[config.mk]
export PLATFORM = sky130hd
export DESIGN_NAME = apb_master
export DESIGN_NICKNAME = d
export VERILOG_FILES = /design/src/rtl/apb_pkg.sv /design/src/rtl/apb_master.sv
export SDC_FILE = /design/constraint.sdc
export NUM_CORES = 1
export LEC_CHECK = 0
export ABC_CLOCK_PERIOD_IN_PS = 1380
export BUFFER_PORTS_ARGS = -buffer_cell sky130_fd_sc_hd__buf_2
export CORE_MARGIN = 8
export CORE_UTILIZATION = 40
export DETAILED_ROUTE_END_ITERATION = 10
export PLACE_DENSITY = 0.85
export SLEW_MARGIN = 40
export SYNTH_ARGS = -nofsm -noshare
export SYNTH_HDL_FRONTEND = slang
export SYNTH_SLANG_ARGS = --single-unit
[constraint.sdc]
create_clock -name pclk_i -period 1.38 [get_ports pclk_i]
set_input_delay 0.069 -clock pclk_i [delete_from_list [all_inputs] [get_ports pclk_i]]
set_output_delay 0.069 -clock pclk_i [all_outputs]
set_load 0.05 [all_outputs]
[src/rtl/apb_pkg.sv]
// Shared types and default sizes for the APB requester and its benches.
package apb_pkg;

    localparam int APB_WIDTH      = 8;
    localparam int APB_MEM_DEPTH  = 16;
    localparam int APB_ADDR_WIDTH = $clog2(APB_MEM_DEPTH);

    typedef enum logic [1:0] {
        IDLE   = 2'd0,
        SETUP  = 2'd1,
        ACCESS = 2'd2
    } apb_state_e;

    typedef struct packed {
        logic                      write;
        logic [APB_ADDR_WIDTH-1:0] addr;
        logic [APB_WIDTH-1:0]      wdata;
    } apb_cmd_t;

endpackage

[src/rtl/apb_master.sv]
// APB requester: one valid/ready command becomes one SETUP/ACCESS transfer with a one-cycle response.
// Optional ACCESS timeout is enabled by defining APB_TIMEOUT_EN.
module apb_master
    import apb_pkg::*;
#(
    parameter int WIDTH          = APB_WIDTH,
    parameter int MEM_DEPTH      = APB_MEM_DEPTH,
    parameter int ADDR_WIDTH     = $clog2(MEM_DEPTH),
    parameter int TIMEOUT_CYCLES = 16
)(
    input  logic                  pclk_i,
    input  logic                  presetn_i,
    input  logic                  cmd_valid_i,
    output logic                  cmd_ready_o,
    input  logic                  cmd_write_i,
    input  logic [ADDR_WIDTH-1:0] cmd_addr_i,
    input  logic [WIDTH-1:0]      cmd_wdata_i,
    output logic                  rsp_valid_o,
    output logic [WIDTH-1:0]      rsp_rdata_o,
    output logic                  rsp_err_o,
    output logic                  psel_o,
    output logic                  penable_o,
    output logic                  pwrite_o,
    output logic [ADDR_WIDTH-1:0] paddr_o,
    output logic [WIDTH-1:0]      pwdata_o,
    input  logic [WIDTH-1:0]      prdata_i,
    input  logic                  pready_i,
    input  logic                  pslverr_i
);

    apb_state_e            state_reg;
    logic                  busy_reg;
    logic                  psel_reg;
    logic                  penable_reg;
    logic                  pwrite_reg;
    logic [ADDR_WIDTH-1:0] paddr_reg;
    logic [WIDTH-1:0]      pwdata_reg;
    logic                  rsp_valid_reg;
    logic                  rsp_err_reg;
    logic [WIDTH-1:0]      rsp_rdata_reg;
    logic                  timeout_hit;
    logic                  complete;

`ifdef APB_TIMEOUT_EN
    localparam int CNT_W = $clog2(TIMEOUT_CYCLES + 1);
    logic [CNT_W-1:0] access_cnt_reg;

    // Counts ACCESS cycles already spent; value N-1 means this is the Nth cycle.
    always_ff @(posedge pclk_i or negedge presetn_i) begin
        if (!presetn_i) begin
            access_cnt_reg <= '0;
        end else if (state_reg == ACCESS && !complete) begin
            access_cnt_reg <= access_cnt_reg + CNT_W'(1);
        end else begin
            access_cnt_reg <= '0;
        end
    end

    assign timeout_hit = (access_cnt_reg == CNT_W'(TIMEOUT_CYCLES - 1));
`else
    assign timeout_hit = 1'b0;
`endif

    assign complete = (state_reg == ACCESS) && (pready_i || timeout_hit);

    always_ff @(posedge pclk_i or negedge presetn_i) begin
        if (!presetn_i) begin
            state_reg     <= IDLE;
            busy_reg      <= 1'b0;
            psel_reg      <= 1'b0;
            penable_reg   <= 1'b0;
            pwrite_reg    <= 1'b0;
            paddr_reg     <= '0;
            pwdata_reg    <= '0;
            rsp_valid_reg <= 1'b0;
            rsp_err_reg   <= 1'b0;
            rsp_rdata_reg <= '0;
        end else begin
            rsp_valid_reg <= 1'b0;
            case (state_reg)
                IDLE: begin
                    if (cmd_valid_i) begin
                        pwrite_reg <= cmd_write_i;
                        paddr_reg  <= cmd_addr_i;
                        pwdata_reg <= cmd_wdata_i;
                        psel_reg   <= 1'b1;
                        busy_reg   <= 1'b1;
                        state_reg  <= SETUP;
                    end
                end
                SETUP: begin
                    penable_reg <= 1'b1;
                    state_reg   <= ACCESS;
                end
                ACCESS: begin
                    if (complete) begin
                        // A timeout (no pready) reports an error with zero data.
                        rsp_valid_reg <= 1'b1;
                        rsp_err_reg   <= pready_i ? pslverr_i : 1'b1;
                        rsp_rdata_reg <= (pready_i && !pwrite_reg) ? prdata_i : '0;
                        psel_reg      <= 1'b0;
                        penable_reg   <= 1'b0;
                        busy_reg      <= 1'b0;
                        state_reg     <= IDLE;
                    end
                end
                default: begin
                    psel_reg    <= 1'b0;
                    penable_reg <= 1'b0;
                    busy_reg    <= 1'b0;
                    state_reg   <= IDLE;
                end
            endcase
        end
    end

    // Gated by reset so the port reads 0 while held in reset and 1 as soon as it is released.
    assign cmd_ready_o = presetn_i & ~busy_reg;
    assign rsp_valid_o = rsp_valid_reg;
    assign rsp_rdata_o = rsp_rdata_reg;
    assign rsp_err_o   = rsp_err_reg;
    assign psel_o      = psel_reg;
    assign penable_o   = penable_reg;
    assign pwrite_o    = pwrite_reg;
    assign paddr_o     = paddr_reg;
    assign pwdata_o    = pwdata_reg;

endmodule
==> results.cfg, run 1 <==
[status]
status = complete, no violations

[sta]
slew_headroom_pct = 77.8
finalSetupTns_ns = 0
fin_crit_sh_pct = 95.2
hold_violations = 0
worst_slew_pin_slew_ns = 0.333
finalSetupViolCount = 0
worst_clock_skew_ns = 0.00959
holdWs_ns = 0.0248
rsz0062_at_grt = false
max_freq_mhz = 761
min_period_ns = 1.31
drv_slew = 0
fin_ws_ns = 0.0661

[synthesis]
synth_common_cells = dfrtp_1 (27), o21ai_0 (11), nand2_1 (10)
netlist.area_leader.share_pct = 61.7
synth_area_leader_cell = dfrtp_1
synthSimpleGateAreaFrac_pct = 11.7
synth_flop_cell = dfrtp_1
synth-edff-count = 0
synth_area_um2 = 1090
synth_xor_area_share_pct = 0
ys_seq_elements = 27
synth.area.mux_share_pct = 17.5
yosysMostFrequentCell = dfrtp_1
syn_inst = 80
ys_warn_count = 0
async_reset_ff_share_pct = 100
synthTopCellsByArea = dfrtp_1 (62%), mux2_4 (12%), mux2_2 (5.1%)
syn-num-nets = 106
ys_types = 15
synth_top_family_by_area = multiplexers
synthAdderAreaFrac_pct = 0
syn_avg_cell_area_um2 = 13.7
yosysSeqAreaShare_pct = 61.7
synth_compound_area_share_pct = 6.17

[detailed_routing]
dr.pass1.iters = 4
routed-via-count = 886
drt-total-wl_um = 2950
ant_nets = 0
drt_iter0_drc = 10
drc_errors = 0
via_per_inst = 4.64
post_drt_wl_per_cell_um = 15.5

[job]
cap_violations = 0

[power_and_ir_drop]
leakage_nw = 0.844
irDropWorstVdd_mv = 1.81
combPwrFrac_pct = 59.7
power_density_nw_per_um2 = 2630
switchingPower_w = 0.00228
pwr-share-seq_pct = 32.8
clkPwrFrac_pct = 7.5
p_int_w = 0.00210
power.share.switching_pct = 52.1
power.total_w = 0.00437

[clock_network]
path_clk_slew_ns = 0.14
cts_sinks = 27
cts_setup_buffers = 0
root_buffer = clkbuf_4
ctsHtreeMaxLevel = 1
cts_made_buffers = 3
cts_buffer_depth = 2
cts_tree = done
insertion_delay_ns = 0.31

[global_route]
grt_pass1_wl_um = 4660
grt_pass1_vias = 1022
grt_max_degree = 28
gr-total-overflow = 0
grt_use_total_pct = 13.4
antenna_found_initial = 0

[placement]
gp_congestion = 0.679
dpl.cell_count = 165
io_buffers = 51
dp_hpwl_um = 1950
preCtsSetupSlack_ns = 0.0837

[min_path]
hold_path_class = in -> reg

[setup_path]
worstPathMaxFanout = 14
endpoint_kind = flip-flop
arrival_ns = 1.53
slowest_delay_ns = 0.44
crit_type = reg -> reg
path_cells = nor3b_4 > buf_12 > mux2_2
crit_slowest_cell = dfrtp_1
worst_ep_required_time_ns = 1.60
startpoint_type = flip-flop

[layout]
fill_cells = 220
stdcell_count = 191
n_antenna_cell = 0
area_delta_synth_final_pct = 51.9
drive_gt1_share_pct = 47.5
nNetsFinal = 187

[die]
die_x_um = 68.3
die_area_um2 = 4670
fp-row-count = 19
ios = 52
initial_utilization_pct = 40.8
core_area_um2 = 2690
die_y_um = 68.3
==> layout by cell type, fill, tap and decap left out, drive strengths merged <==
cell type / n
nor2: 1
nand3b: 1
nor2b: 1
a21oi: 1
o21a: 1
inv: 2
mux2: 14
nor3b: 1
o21ai: 11
nand2: 10
buf: 56
nand2b: 8
dlygate4sd3: 22
clkbuf: 4
dfrtp: 27
==> power by group through the flow <==
stage / Combinational (W) / Clock, W / Sequential [W]
3_3_place_gp: 0.00252 / 0 / 0.00140
4_1_cts: 0.00262 / 0.000346 / 0.00142
3_5_place_dp: 0.00257 / 0 / 0.00143
5_1_grt: 0.00273 / 0.000382 / 0.00149
2_1_floorplan: 0.000673 / 0 / 0.00269
6_report: 0.00261 / 0.000329 / 0.00143
==> timing repair <==
action / 4_1_cts / 5_1_grt
endpoints found under the setup margin: 0 / 0
endpoints found under the hold margin: 47 / 1
gates resized for setup: 0 / 0
hold buffers: 21 / 1
==> final cells by class <==
class                           count  area, um^2  share of cell area, %
Timing Repair Buffer               78         526                   31.6
Tap cell                           31        38.8                   2.33
Sequential cell                    27         676                   40.6
Clock buffer                        4        26.3                   1.58
Multi-Input combinational cell     49         389                   23.4
Inverter                            2        7.51                  0.451
==> routing by layer <==
metal	track usage [%]	up-vias	wire [um]
met3	5.07	4	238
met4	5.12	0	23
li1	-	427	-
met5	0	-	0
met1	13.0	417	1150
met2	25.1	38	1540
==> metrics by stage <==
step	cell area, um^2	util [%]
6_report	1660	61.9
5_1_grt	1660	61.9
4_1_cts	1650	61.5
3_5_place_dp	1420	52.7
3_3_place_gp	1420	52.7
2_1_floorplan	1100	-
==> worst paths after layout <==
path | from | to | cells after the start | slack [ns]
setup / recovery | state_reg[1] | pwdata_o[1] | 3 | 0.07
hold / removal | prdata_i[6] | rsp_rdata_o[6] | 3 | 0.02
setup reg to reg | state_reg[1] | pwdata_o[1] | 3 | 0.07
hold reg to reg | penable_o | penable_o | 1 | 0.49
max in group asynchronous | presetn_i | rsp_valid_o | 3 | 0.84
min in group asynchronous | presetn_i | paddr_o[1] | 3 | 0.28
==> critical path, delay by kind of cell (launching register included) <==
family	cells	cell delay, ns
and+or+nand+nor	1	0.25
DFF	1	0.44
muxes	1	0.34
buffers and inverters	1	0.19
==> cells by family (layout without fill, tap and decap cells) <==
| group | Yosys count | count (layout) |
|---|---|---|
| buf+inv | 4 | 84 |
| flops | 27 | 27 |
| simple gates | 22 | 22 |
| mux | 14 | 14 |
| compound gates | 13 | 13 |
Note: power is estimated with default switching activity, not from simulation.
==> run 2, diff against run 1 <==
--- a/config.mk
+++ b/config.mk
@@ -9,6 +9,7 @@
 export BUFFER_PORTS_ARGS = -buffer_cell sky130_fd_sc_hd__buf_2
 export CORE_MARGIN = 8
 export CORE_UTILIZATION = 40
+export CTS_CLUSTER_DIAMETER = 120
 export DETAILED_ROUTE_END_ITERATION = 10
 export PLACE_DENSITY = 0.85
 export SLEW_MARGIN = 40
==> constraint.sdc (replaced) <==
create_clock -name pclk_i -period 1.38 [get_ports pclk_i]
set_input_delay 0.069 -clock pclk_i [delete_from_list [all_inputs] [get_ports pclk_i]]
set_output_delay 0.069 -clock pclk_i [all_outputs]
set_load 0.005 [all_outputs]
==> results.cfg, run 2 (synthesis gave the netlist of run 1 again) <==
[setup_path]
slowest_delay_ns = 0.45
endpoint_kind = flip-flop
crit_type = reg -> reg
startpoint_type = flip-flop
path_cells = nor3b_4 > buf_12 > mux2_2
arrival_ns = 1.55
crit_slowest_cell = dfrtp_1
worstPathMaxFanout = 14
reg2reg_to = pwdata_o[3]
r2r_cells = 3
r2r_slack_ns = 0.05
worst_ep_required_time_ns = 1.60
r2r-start = state_reg[0]

[power_and_ir_drop]
leakage_nw = 0.851
irDropWorstVdd_mv = 1.66
power_density_nw_per_um2 = 1840

[layout]
design_area_um2 = 1680
layout_common_cells = buf_2 (51), dfrtp_1 (27), dlygate4sd3_1 (23), o21ai_0 (11), nand2_1 (10)
drive_gt1_share_pct = 46.9
area_delta_synth_final_pct = 53.3
fill_cells = 214
nNetsFinal = 189
n_antenna_cell = 0
final_common_cell = buf_2

[sta]
worst_clock_skew_ns = 0.00140
holdWs_ns = 0.0461
fin_crit_sh_pct = 96.3
rsz0062_at_grt = false
slew_headroom_pct = 77.9
finalSetupViolCount = 0
finalSetupTns_ns = 0
hold_violations = 0
max_freq_mhz = 752
worst_slew_pin_slew_ns = 0.331
drv_slew = 0
min_period_ns = 1.33

[placement]
gp_congestion = 0.758
dpl_cell_area_um2 = 1420
io_buffers = 51
dp_hpwl_um = 1960

[global_route]
gr-total-overflow = 0
grt_max_degree = 28
grt_pass1_wl_um = 4640
antenna_found_initial = 0
grt_pass1_vias = 1009
grt_use_total_pct = 13.0

[detailed_routing]
drc_errors = 0
drt_iter0_drc = 26
drt-total-wl_um = 2860
dr.pass1.iters = 2
ant_nets = 0
routed-via-count = 894
post_drt_wl_per_cell_um = 14.8
via_per_inst = 4.63

[die]
ios = 52
die_x_um = 68.3
fp-row-count = 19
core_area_um2 = 2690
die_y_um = 68.3
initial_utilization_pct = 40.8
die_area_um2 = 4670

[status]
status = complete, no violations

[clock_network]
insertion_delay_ns = 0.32
root_buffer = clkbuf_4
path_clk_slew_ns = 0.13
cts_resized = 0
cts_buffer_depth = 2
cts_tree = done
ctsHtreeMaxLevel = 1
cts_hold_buf = 21
cts_sinks = 27
cts_setup_buffers = 0
cts_made_buffers = 3

[min_path]
hp-start = pready_i
holdPathStages = 3
hold_path_class = in -> reg
hold_path_end = penable_o

[job]
cap_violations = 0
-- run 2: worst max path at each step --
stage	from	end	slack [ns]	cells past startpoint
2_1_floorplan	state_reg[1]	paddr_o[0]	0.03	3
3_3_place_gp	state_reg[0]	pwdata_o[3]	0.13	3
4_1_cts	state_reg[1]	pwdata_o[2]	0.06	3
3_5_place_dp	state_reg[1]	pwdata_o[2]	0.07	3
6_report	state_reg[0]	pwdata_o[3]	0.05	3
5_1_grt	state_reg[0]	pwdata_o[3]	0.02	3
-- run 2: cell type report --
cell class | instances | area, um^2 | area share (%)
flip-flops and latches | 27 | 676 | 40.3
repair buffers | 80 | 543 | 32.4
clock buffers | 4 | 26.3 | 1.57
well taps | 31 | 38.8 | 2.31
multi-input cells | 49 | 387 | 23.0
inverters | 2 | 7.51 | 0.447
-- run 2: report_power, final --
| part | internal (W) | switching (W) | total [W] |
|---|---|---|---|
| clock | 0.000113 | 0.000222 | 0.000335 |
| sequential | 0.00117 | 0.000252 | 0.00142 |
| combinational | 0.000810 | 0.000518 | 0.00133 |
-- run 2: stage by stage --
stage	setup slack [ns]	util, %	cells	total power, W
2_1_floorplan	0.0304	-	80	0.00210
3_3_place_gp	0.129	52.9	166	0.00265
3_5_place_dp	0.0715	52.9	166	0.00272
4_1_cts	0.0610	61.7	191	0.00309
5_1_grt	0.0167	62.5	193	0.00333
6_report	0.0507	62.5	193	0.00308
-- run 2: critical path, delay by kind of cell, from the launching register on --
kind	cells	cell delay, ns
flops	1	0.45
mux	1	0.35
buf+inv	1	0.19
simple gates	1	0.24
-- run 2: routing by layer --
| metal | up-vias | track usage, % | share of wire, % |
|---|---|---|---|
| met2 | 43 | 22.6 | 51 |
| met5 | - | 0 | 0 |
| li1 | 431 | - | - |
| met1 | 414 | 13.3 | 37 |
| met3 | 6 | 7.36 | 12 |
| met4 | 0 | 3.07 | 1.2 |
